`config.mk`:
```
export PLATFORM = sky130hd
export DESIGN_NAME = gray_quad_decoder
export DESIGN_NICKNAME = d
export VERILOG_FILES = /design/src/rtl/gray_pkg.sv /design/src/rtl/gray_sync_filter.sv /design/src/rtl/gray_quad_decoder.sv
export SDC_FILE = /design/constraint.sdc
export NUM_CORES = 1
export LEC_CHECK = 0
export ABC_CLOCK_PERIOD_IN_PS = 2200
export CAP_MARGIN = 20
export CORE_UTILIZATION = 44
export DETAILED_ROUTE_END_ITERATION = 7
export PLACE_DENSITY = 0.7
export SYNTH_ARGS = -nofsm -noshare
export SYNTH_HDL_FRONTEND = slang
export SYNTH_SLANG_ARGS = --single-unit
```
`constraint.sdc`:
```
create_clock -name clk -period 2.2 [get_ports clk]
set_clock_uncertainty 0.1 [all_clocks]
set_input_delay 0.55 -clock clk [delete_from_list [all_inputs] [get_ports clk]]
set_output_delay 0.55 -clock clk [all_outputs]
set_load 0.05 [all_outputs]
```
`src/rtl/gray_pkg.sv`:
```
// Shared Gray-code definitions for the quadrature receive path: code order,
// direction encoding and the Gray-to-phase helper used by the decoder.
package gray_pkg;

  localparam logic [1:0] GRAY_SEQ [0:3] = '{2'b00, 2'b01, 2'b11, 2'b10};

  localparam logic DIR_UP   = 1'b1;
  localparam logic DIR_DOWN = 1'b0;

  typedef enum logic [1:0] {
    STEP_NONE = 2'd0,
    STEP_UP   = 2'd1,
    STEP_ERR  = 2'd2,
    STEP_DOWN = 2'd3
  } step_e;

  function automatic logic [1:0] gray2_to_phase(input logic [1:0] g);
    return {g[1], g[1] ^ g[0]};
  endfunction

  // Phase difference mod 4 maps directly onto the step encoding.
  function automatic step_e classify(input logic [1:0] prev, input logic [1:0] cur);
    logic [1:0] d;
    d = gray2_to_phase(cur) - gray2_to_phase(prev);
    return step_e'(d);
  endfunction

endpackage

```
`src/rtl/gray_sync_filter.sv`:
```
// Two-flop synchronizer for the raw Gray pins, with an optional stability
// filter enabled by the GRAY_DEBOUNCE_EN macro; produces the accepted code.
module gray_sync_filter
`ifdef GRAY_DEBOUNCE_EN
  #(
    parameter int DEB_CYCLES = 16,
    parameter int DEB_W      = 5
  )
`endif
  (
    input  logic       clk,
    input  logic       rst_n,
    input  logic [1:0] gray_in,
    output logic [1:0] acc,
    output logic       acc_vld
  );

  logic [1:0] sync_p0;
  logic [1:0] sync_p1;
  logic       vld_p0;
  logic       vld_p1;

  // Stage p0/p1: metastability flops; vld marks when real pin samples arrive.
  always_ff @(posedge clk or negedge rst_n) begin
    if (!rst_n) begin
      sync_p0 <= 2'b00;
      sync_p1 <= 2'b00;
      vld_p0  <= 1'b0;
      vld_p1  <= 1'b0;
    end else begin
      sync_p0 <= gray_in;
      sync_p1 <= sync_p0;
      vld_p0  <= 1'b1;
      vld_p1  <= vld_p0;
    end
  end

`ifdef GRAY_DEBOUNCE_EN
  localparam logic [DEB_W-1:0] DEB_LAST = DEB_W'(DEB_CYCLES - 2);

  logic [1:0]       held_p2;
  logic [DEB_W-1:0] cnt_p2;

  // Stage p2: a code is accepted once it has stayed put for DEB_CYCLES samples.
  always_ff @(posedge clk or negedge rst_n) begin
    if (!rst_n) begin
      held_p2 <= 2'b00;
      cnt_p2  <= '0;
      acc     <= 2'b00;
      acc_vld <= 1'b0;
    end else if (!vld_p1) begin
      cnt_p2 <= '0;
    end else if (sync_p1 != held_p2) begin
      held_p2 <= sync_p1;
      cnt_p2  <= '0;
    end else if (cnt_p2 == DEB_LAST) begin
      acc     <= held_p2;
      acc_vld <= 1'b1;
    end else begin
      cnt_p2 <= cnt_p2 + 1'b1;
    end
  end
`else
  assign acc     = sync_p1;
  assign acc_vld = vld_p1;
`endif

endmodule

```
`src/rtl/gray_quad_decoder.sv`:
```
// Quadrature Gray decoder: synchronized code -> up/down position counter with
// step/dir/err flags. Optional input debounce via the GRAY_DEBOUNCE_EN macro.
module gray_quad_decoder
  import gray_pkg::*;
#(
  parameter int CNT_W      = 4,
  parameter int DEB_CYCLES = 16,
  parameter int DEB_W      = 5
) (
  input  logic             clk,
  input  logic             rst_n,
  input  logic [1:0]       gray_in,
  input  logic             clr,
  output logic [CNT_W-1:0] count,
  output logic             step,
  output logic             dir,
  output logic             err,
  output logic             err_sticky
);

  logic [1:0] acc;
  logic       acc_vld;
  logic [1:0] prev_code;
  logic       primed;
  step_e      kind;

  // Debounce filter needs DEB_CYCLES >= 2 and a counter wide enough to reach it.
  if (DEB_CYCLES < 2 || DEB_CYCLES >= (1 << DEB_W)) begin : g_illegal_deb_cfg
  end

`ifdef GRAY_DEBOUNCE_EN
  gray_sync_filter #(
    .DEB_CYCLES (DEB_CYCLES),
    .DEB_W      (DEB_W)
  ) u_filter (
`else
  gray_sync_filter u_filter (
`endif
    .clk     (clk),
    .rst_n   (rst_n),
    .gray_in (gray_in),
    .acc     (acc),
    .acc_vld (acc_vld)
  );

  assign kind = classify(prev_code, acc);

  // Decode stage: prev_code always tracks acc so clr or err never leave a phantom step.
  always_ff @(posedge clk or negedge rst_n) begin
    if (!rst_n) begin
      prev_code  <= 2'b00;
      primed     <= 1'b0;
      count      <= '0;
      step       <= 1'b0;
      dir        <= DIR_DOWN;
      err        <= 1'b0;
      err_sticky <= 1'b0;
    end else begin
      step <= 1'b0;
      err  <= 1'b0;
      if (!primed) begin
        if (acc_vld) begin
          prev_code <= acc;
          primed    <= 1'b1;
        end
        if (clr) begin
          count      <= '0;
          err_sticky <= 1'b0;
        end
      end else begin
        prev_code <= acc;
        if (clr) begin
          count      <= '0;
          err_sticky <= 1'b0;
        end else begin
          case (kind)
            STEP_UP: begin
              count <= count + CNT_W'(1);
              dir   <= DIR_UP;
              step  <= 1'b1;
            end
            STEP_DOWN: begin
              count <= count - CNT_W'(1);
              dir   <= DIR_DOWN;
              step  <= 1'b1;
            end
            STEP_ERR: begin
              err        <= 1'b1;
              err_sticky <= 1'b1;
            end
            default: ;
          endcase
        end
      end
    end
  end

endmodule

```
==> results of run 1 <==
==> power by group through the flow <==
stage	registers [mW]	clock network, mW	logic, mW
after floorplan	0.533	0	0.165
after global placement	0.403	0	0.435
after detailed placement	0.405	0	0.444
after CTS	0.399	0.174	0.460
after global routing	0.406	0.183	0.527
final	0.399	0.167	0.487
==> metrics by stage <==
stage,util [%],worst slack [ns],power (mW)
finish,67.9,-0.215,1.05
global route,67.9,-0.373,1.12
CTS,65.5,-0.207,1.03
detailed placement,62.6,-0.211,0.849
global placement,62.6,-0.150,0.838
floorplan,-,-0.181,0.699
==> timing repair <==
item	in CTS	in global routing
resized for setup	1	3
pin swaps	4	2
setup endpoints to repair	2	3
setup buffers	2	3
==> how the worst min path moves through the flow <==
stage | start | endpoint | slack (ns)
2_1_floorplan | rst_n | count[0] | 0.15
3_3_place_gp | u_filter.vld_p0 | u_filter.acc_vld | 0.23
3_5_place_dp | u_filter.sync_p0[1] | u_filter.acc[1] | 0.23
4_1_cts | u_filter.sync_p0[1] | u_filter.acc[1] | 0.26
5_1_grt | u_filter.vld_p0 | u_filter.acc_vld | 0.27
6_report | u_filter.sync_p0[1] | u_filter.acc[1] | 0.25
==> per-layer routing <==
layer	routed length [µm]	part of all wire (%)
met2	648	48
met4	51	3.8
met5	0	0
met3	71	5.3
met1	582	43
==> final cells by class <==
class	count	area, µm²	share of cell area [%]
clock buffers	4	26.3	2.51
well taps	16	20.0	1.91
inverters	3	11.3	1.08
multi-input cells	39	347	33.1
flip-flops and latches	17	425	40.6
repair buffers	26	218	20.8
==> sequential cells by signal, summed over array words and instances (netlist names) <==
| signal | cells |
|---|---|
| count | 4 |
| dir | 1 |
| err | 1 |
| err_sticky | 1 |
| prev_code | 2 |
| primed | 1 |
| step | 1 |
| u_filter.acc | 2 |
| u_filter.acc_vld | 1 |
| u_filter.sync_p0 | 2 |
| u_filter.vld_p0 | 1 |
==> cells by family after synthesis <==
family | count (synthesis) | synth area share, %
xor+xnor | 7 | 10.0
buf+inv | 5 | 2.51
simple gates | 16 | 12.2
other cells | 1 | 0.501
compound gates | 8 | 7.02
fa+ha+maj | 3 | 5.02
flops | 17 | 56.9
mux | 4 | 5.85
==> cells in the final DEF (no fill, tap or decap), types with 2 or more instances in the layout <==
| cell | instances |
|---|---|
| clkdlybuf4s50_1 | 9 |
| dfrtp_1 | 17 |
| xor2_1 | 3 |
| inv_1 | 3 |
| nor2_1 | 8 |
| a21oi_1 | 2 |
| ha_2 | 2 |
| xnor2_1 | 3 |
| buf_4 | 17 |
| clkbuf_4 | 3 |
| mux2_2 | 2 |
==> reports/qor.yml, run 1 <==
tns_ns: -0.410
r2r-start: "prev_code[1]"
drcViolationCount: 0
finalCritPeriodShare_pct: 110
whs_ns: 0.254
top_usage_layer: "met2"
p_seq_share_pct: 37.9
setup_ws_ns: -0.215
die_y_um: 43.2
grt.total_usage_pct: 17.6
power.internal_uw: 644
gp_congestion: 0.764
antenna_left: 0
violations: "setup timing"
worst_ep_arrival_time_ns: 2.55
status: "finished, violations left"
place_hpwl_um: 919
crit_slowest_cell: "or4b_4"
avgSynthCellArea_um2: 12.3
pin_count: 13
hold_depth: 0
ys_types: 26
setup_violations: 2
irDropWorstVdd_uv: 561
fill_cells: 123
use_met2_pct: 29.9
worst_setup_path_end_kind: "flop"
dpl_cell_area_um2: 965
vias: 541
path_cells: "xor2_1 -> ha_2 -> xnor3_2 -> nor2_4 -> xor2_1 -> ha_2 -> or4b_4 -> a21oi_2 -> a311o_1"
combPwrFrac_pct: 46.3
synth_commonest_cells: "dfrtp_1 (17), nor2_1 (8)"
synth_top_area_share_pct: 56.9
crit_family: "simple AND/OR/NAND/NOR gates"
grt_pass1_wl_um: 2310
path_max_fanout: 3
synthesis.nets: 69
use_met3_pct: 4.26
finalCriticalPeriod_ns: 2.42
grt_pass1_vias: 555
synthArstFlopShare_pct: 100
coreArea_um2: 1540
path_clk_slew_ns: 0.10
num_rows: 14
fmax_mhz: 414
max_stage_delay_ns: 0.51
synth.most_common_cell: "dfrtp_1"
gr-total-overflow: 0
hold_viol: 0
antenna_found_initial: 0
yosysSeqAreaShare_pct: 56.9
ys_seq_elements: 17
place.port_buffers: 12
cp_data_required_time_ns: 2.34
wl_per_cell_um: 12.9
path_class: "flop to flop"
drt_iter0_drc: 3
clk_path_buf_depth: 2
yosys.area.top_type: "dfrtp_1"
synth-edff-count: 0
start_util_pct: 48.5
stdcell_area_um2: 1050
crit_cells: 9
dieArea_um2: 1870
cts_made_buffers: 3
r2r-end: "count[2]"
fin_cells: 105
reg2reg_depth: 9
wl_um: 1350
critPathLaunchType: "flop"
reg2reg_slack_ns: -0.22
hp-class: "flop to flop"
cts.sinks: 17
first_pass_iters: 6
clk_latency_ns: 0.29
drv_slew: 0
clock-root-buffer: "clkbuf_4"
cts_tree: "yes"
pwr-share-clk_pct: 15.8
num_antenna_cells: 0
leakagePower_nw: 0.487
rsz0062_at_grt: "yes"
met1_usage_pct: 19.3
postCtsHoldBufs: 0
synth_area_um2: 748
sw_frac_of_total_pct: 38.8
crit_start: "prev_code[1]"
power_density_nw_per_um2: 1010
cap_violations: 0
yosys_warnings: 0
vias_per_cell: 5.15
synth_cells: 61
grt_max_degree: 18
area_growth_pct: 40.0
p_sw_uw: 409
synth_ff_type: "dfrtp_1"
synthTopCellsByArea: "dfrtp_1 (57%), ha_1 (5.0%), nor2_1 (4.0%)"
drive_gt1_share_pct: 36.0
crit_end: "count[2]"
finalNetCount: 98
cts.htree.levels: 1
dpl.cell_count: 96
worst-path-buf-inv: 0
die_x_um: 43.2
Note: power is estimated with default switching activity, not from simulation.
==> run 2, diff against run 1 <==
- SKIP_LAST_GASP: unset -> 1
==> reports/qor.yml, run 2 (same netlist as run 1, synthesis figures left out) <==
rsz0062_at_grt: "yes"  # unchanged
status: "finished, violations left"  # unchanged
gp_congestion: 0.764  # unchanged
path_max_fanout: 3  # unchanged
hp-class: "flop to flop"  # unchanged
grt_pass1_vias: 547  # was 555
vias_per_cell: 5.12  # was 5.15
num_antenna_cells: 0  # unchanged
antenna_found_initial: 0  # unchanged
first_pass_iters: 4  # was 6
path_clk_slew_ns: 0.10  # about the same
setup_ws_ns: -0.209  # was -0.215 ns
total_power_mw: 1.05  # about the same
cts_made_buffers: 3  # unchanged
dpl_cell_area_um2: 965  # unchanged
die_y_um: 43.2  # unchanged
path_cells: "xor2_1 -> ha_2 -> xnor3_2 -> nor2_4 -> xor2_1 -> ha_2 -> or4b_4 -> a21oi_2 -> a311o_1"  # unchanged
cp_data_required_time_ns: 2.34  # about the same
finalNetCount: 98  # unchanged
vias: 538  # was 541
num_rows: 14  # unchanged
dpl.cell_count: 96  # unchanged
finalCriticalPeriod_ns: 2.41  # was 2.42 ns
stdcell_area_um2: 1040  # was 1050 µm²
layout_common_cells: "dfrtp_1 (17), buf_4 (17), clkdlybuf4s50_1 (9), nor2_1 (8)"  # unchanged
cts.sinks: 17  # unchanged
dieArea_um2: 1870  # unchanged
setup_violations: 2  # unchanged
regMostFlops: "count"  # unchanged
crit_slowest_cell: "or4b_4"  # unchanged
gr-total-overflow: 0  # unchanged
clock-root-buffer: "clkbuf_4"  # unchanged
postCtsHoldBufs: 0  # unchanged
worst_ep_arrival_time_ns: 2.55  # about the same
grt_max_degree: 18  # unchanged
place.port_buffers: 12  # unchanged
wl_um: 1340  # was 1350 µm
leakagePower_nw: 0.486  # was 0.487 nW
pre_cts_ws_ns: -0.211  # unchanged
tns_ns: -0.415  # was -0.410 ns
clk_latency_ns: 0.29  # about the same
grt.total_usage_pct: 17.4  # was 17.6%
crit_family: "simple AND/OR/NAND/NOR gates"  # unchanged
critPathLaunchType: "flop"  # unchanged
whs_ns: 0.254  # about the same
drive_gt1_share_pct: 34.8  # was 36.0%
largest_register_ffs: 4  # unchanged
hold_viol: 0  # unchanged
violations: "setup timing"  # unchanged
finalCritPeriodShare_pct: 109  # was 110%
place_hpwl_um: 919  # unchanged
pin_count: 13  # unchanged
cts.htree.levels: 1  # unchanged
fmax_mhz: 415  # was 414 MHz
fin_util_pct: 67.7  # was 67.9%
drt_iter0_drc: 3  # unchanged
power_density_nw_per_um2: 1000  # was 1010 nW/µm²
cap_violations: 0  # unchanged
grt_pass1_wl_um: 2280  # was 2310 µm
irDropWorstVdd_uv: 549  # was 561 µV
clk_path_buf_depth: 2  # unchanged
worst_setup_path_end_kind: "flop"  # unchanged
start_util_pct: 48.5  # unchanged
wl_per_cell_um: 12.7  # was 12.9 µm
fin_cells: 105  # unchanged
area_growth_pct: 39.5  # was 40.0%
worst-path-buf-inv: 0  # unchanged
max_stage_delay_ns: 0.51  # about the same
cts_tree: "yes"  # unchanged
die_x_um: 43.2  # unchanged
drv_slew: 0  # unchanged
drcViolationCount: 0  # unchanged
path_class: "flop to flop"  # unchanged
antenna_left: 0  # unchanged
coreArea_um2: 1540  # unchanged
run 2: changes by cell type in the layout (fill, tap and decap cells not counted):
cell | before | now
mux2_4 | 1 | 0
mux2_1 | 0 | 1
run 2: final cells by class:
cell class              instances  area, µm²
clock buffers                   4       26.3
fillers                       124        498
inverters                       3       11.3
multi-input cells              39        343
flip-flops and latches         17        425
well taps                      16       20.0
repair buffers                 26        218
run 2: path summary, 6_finish.rpt:
kind / startpoint / endpoint / slack [ns] / depth (start not counted)
max: prev_code[1] / count[2] / -0.21 / 9
min: u_filter.sync_p0[1] / u_filter.acc[1] / 0.25 / 0
max reg2reg: prev_code[1] / count[2] / -0.21 / 9
min reg2reg: u_filter.sync_p0[1] / u_filter.acc[1] / 0.25 / 0
max in group asynchronous: rst_n / u_filter.vld_p0 / 1.35 / 2
min in group asynchronous: rst_n / step / 0.46 / 2
run 2: timing repair:
item | CTS | global route
setup buffers | 2 | 3
endpoints found under the setup margin | 2 | 3
gates resized for setup | 0 | 3
endpoints found under the hold margin | 0 | 0
pin swaps | 4 | 2
run 2: routing by layer:
layer,track usage [%],share of wire [%],wire length (µm)
met2,29.3,47,625
met1,19.3,45,606
met5,0,0,0
met4,10.9,3.8,51
met3,4.26,4.0,54
run 2: power by group:
group / total [mW] / internal (mW) / switching, mW
clock: 0.166 / 0.0706 / 0.0956
combinational: 0.480 / 0.212 / 0.268
sequential: 0.399 / 0.357 / 0.0427
==> run 3, diff against run 2 <==
- CTS_CLUSTER_SIZE: unset -> 8
==> results of run 3 <==
Same layout as run 2: the final DEF is identical, and so are final timing and power.
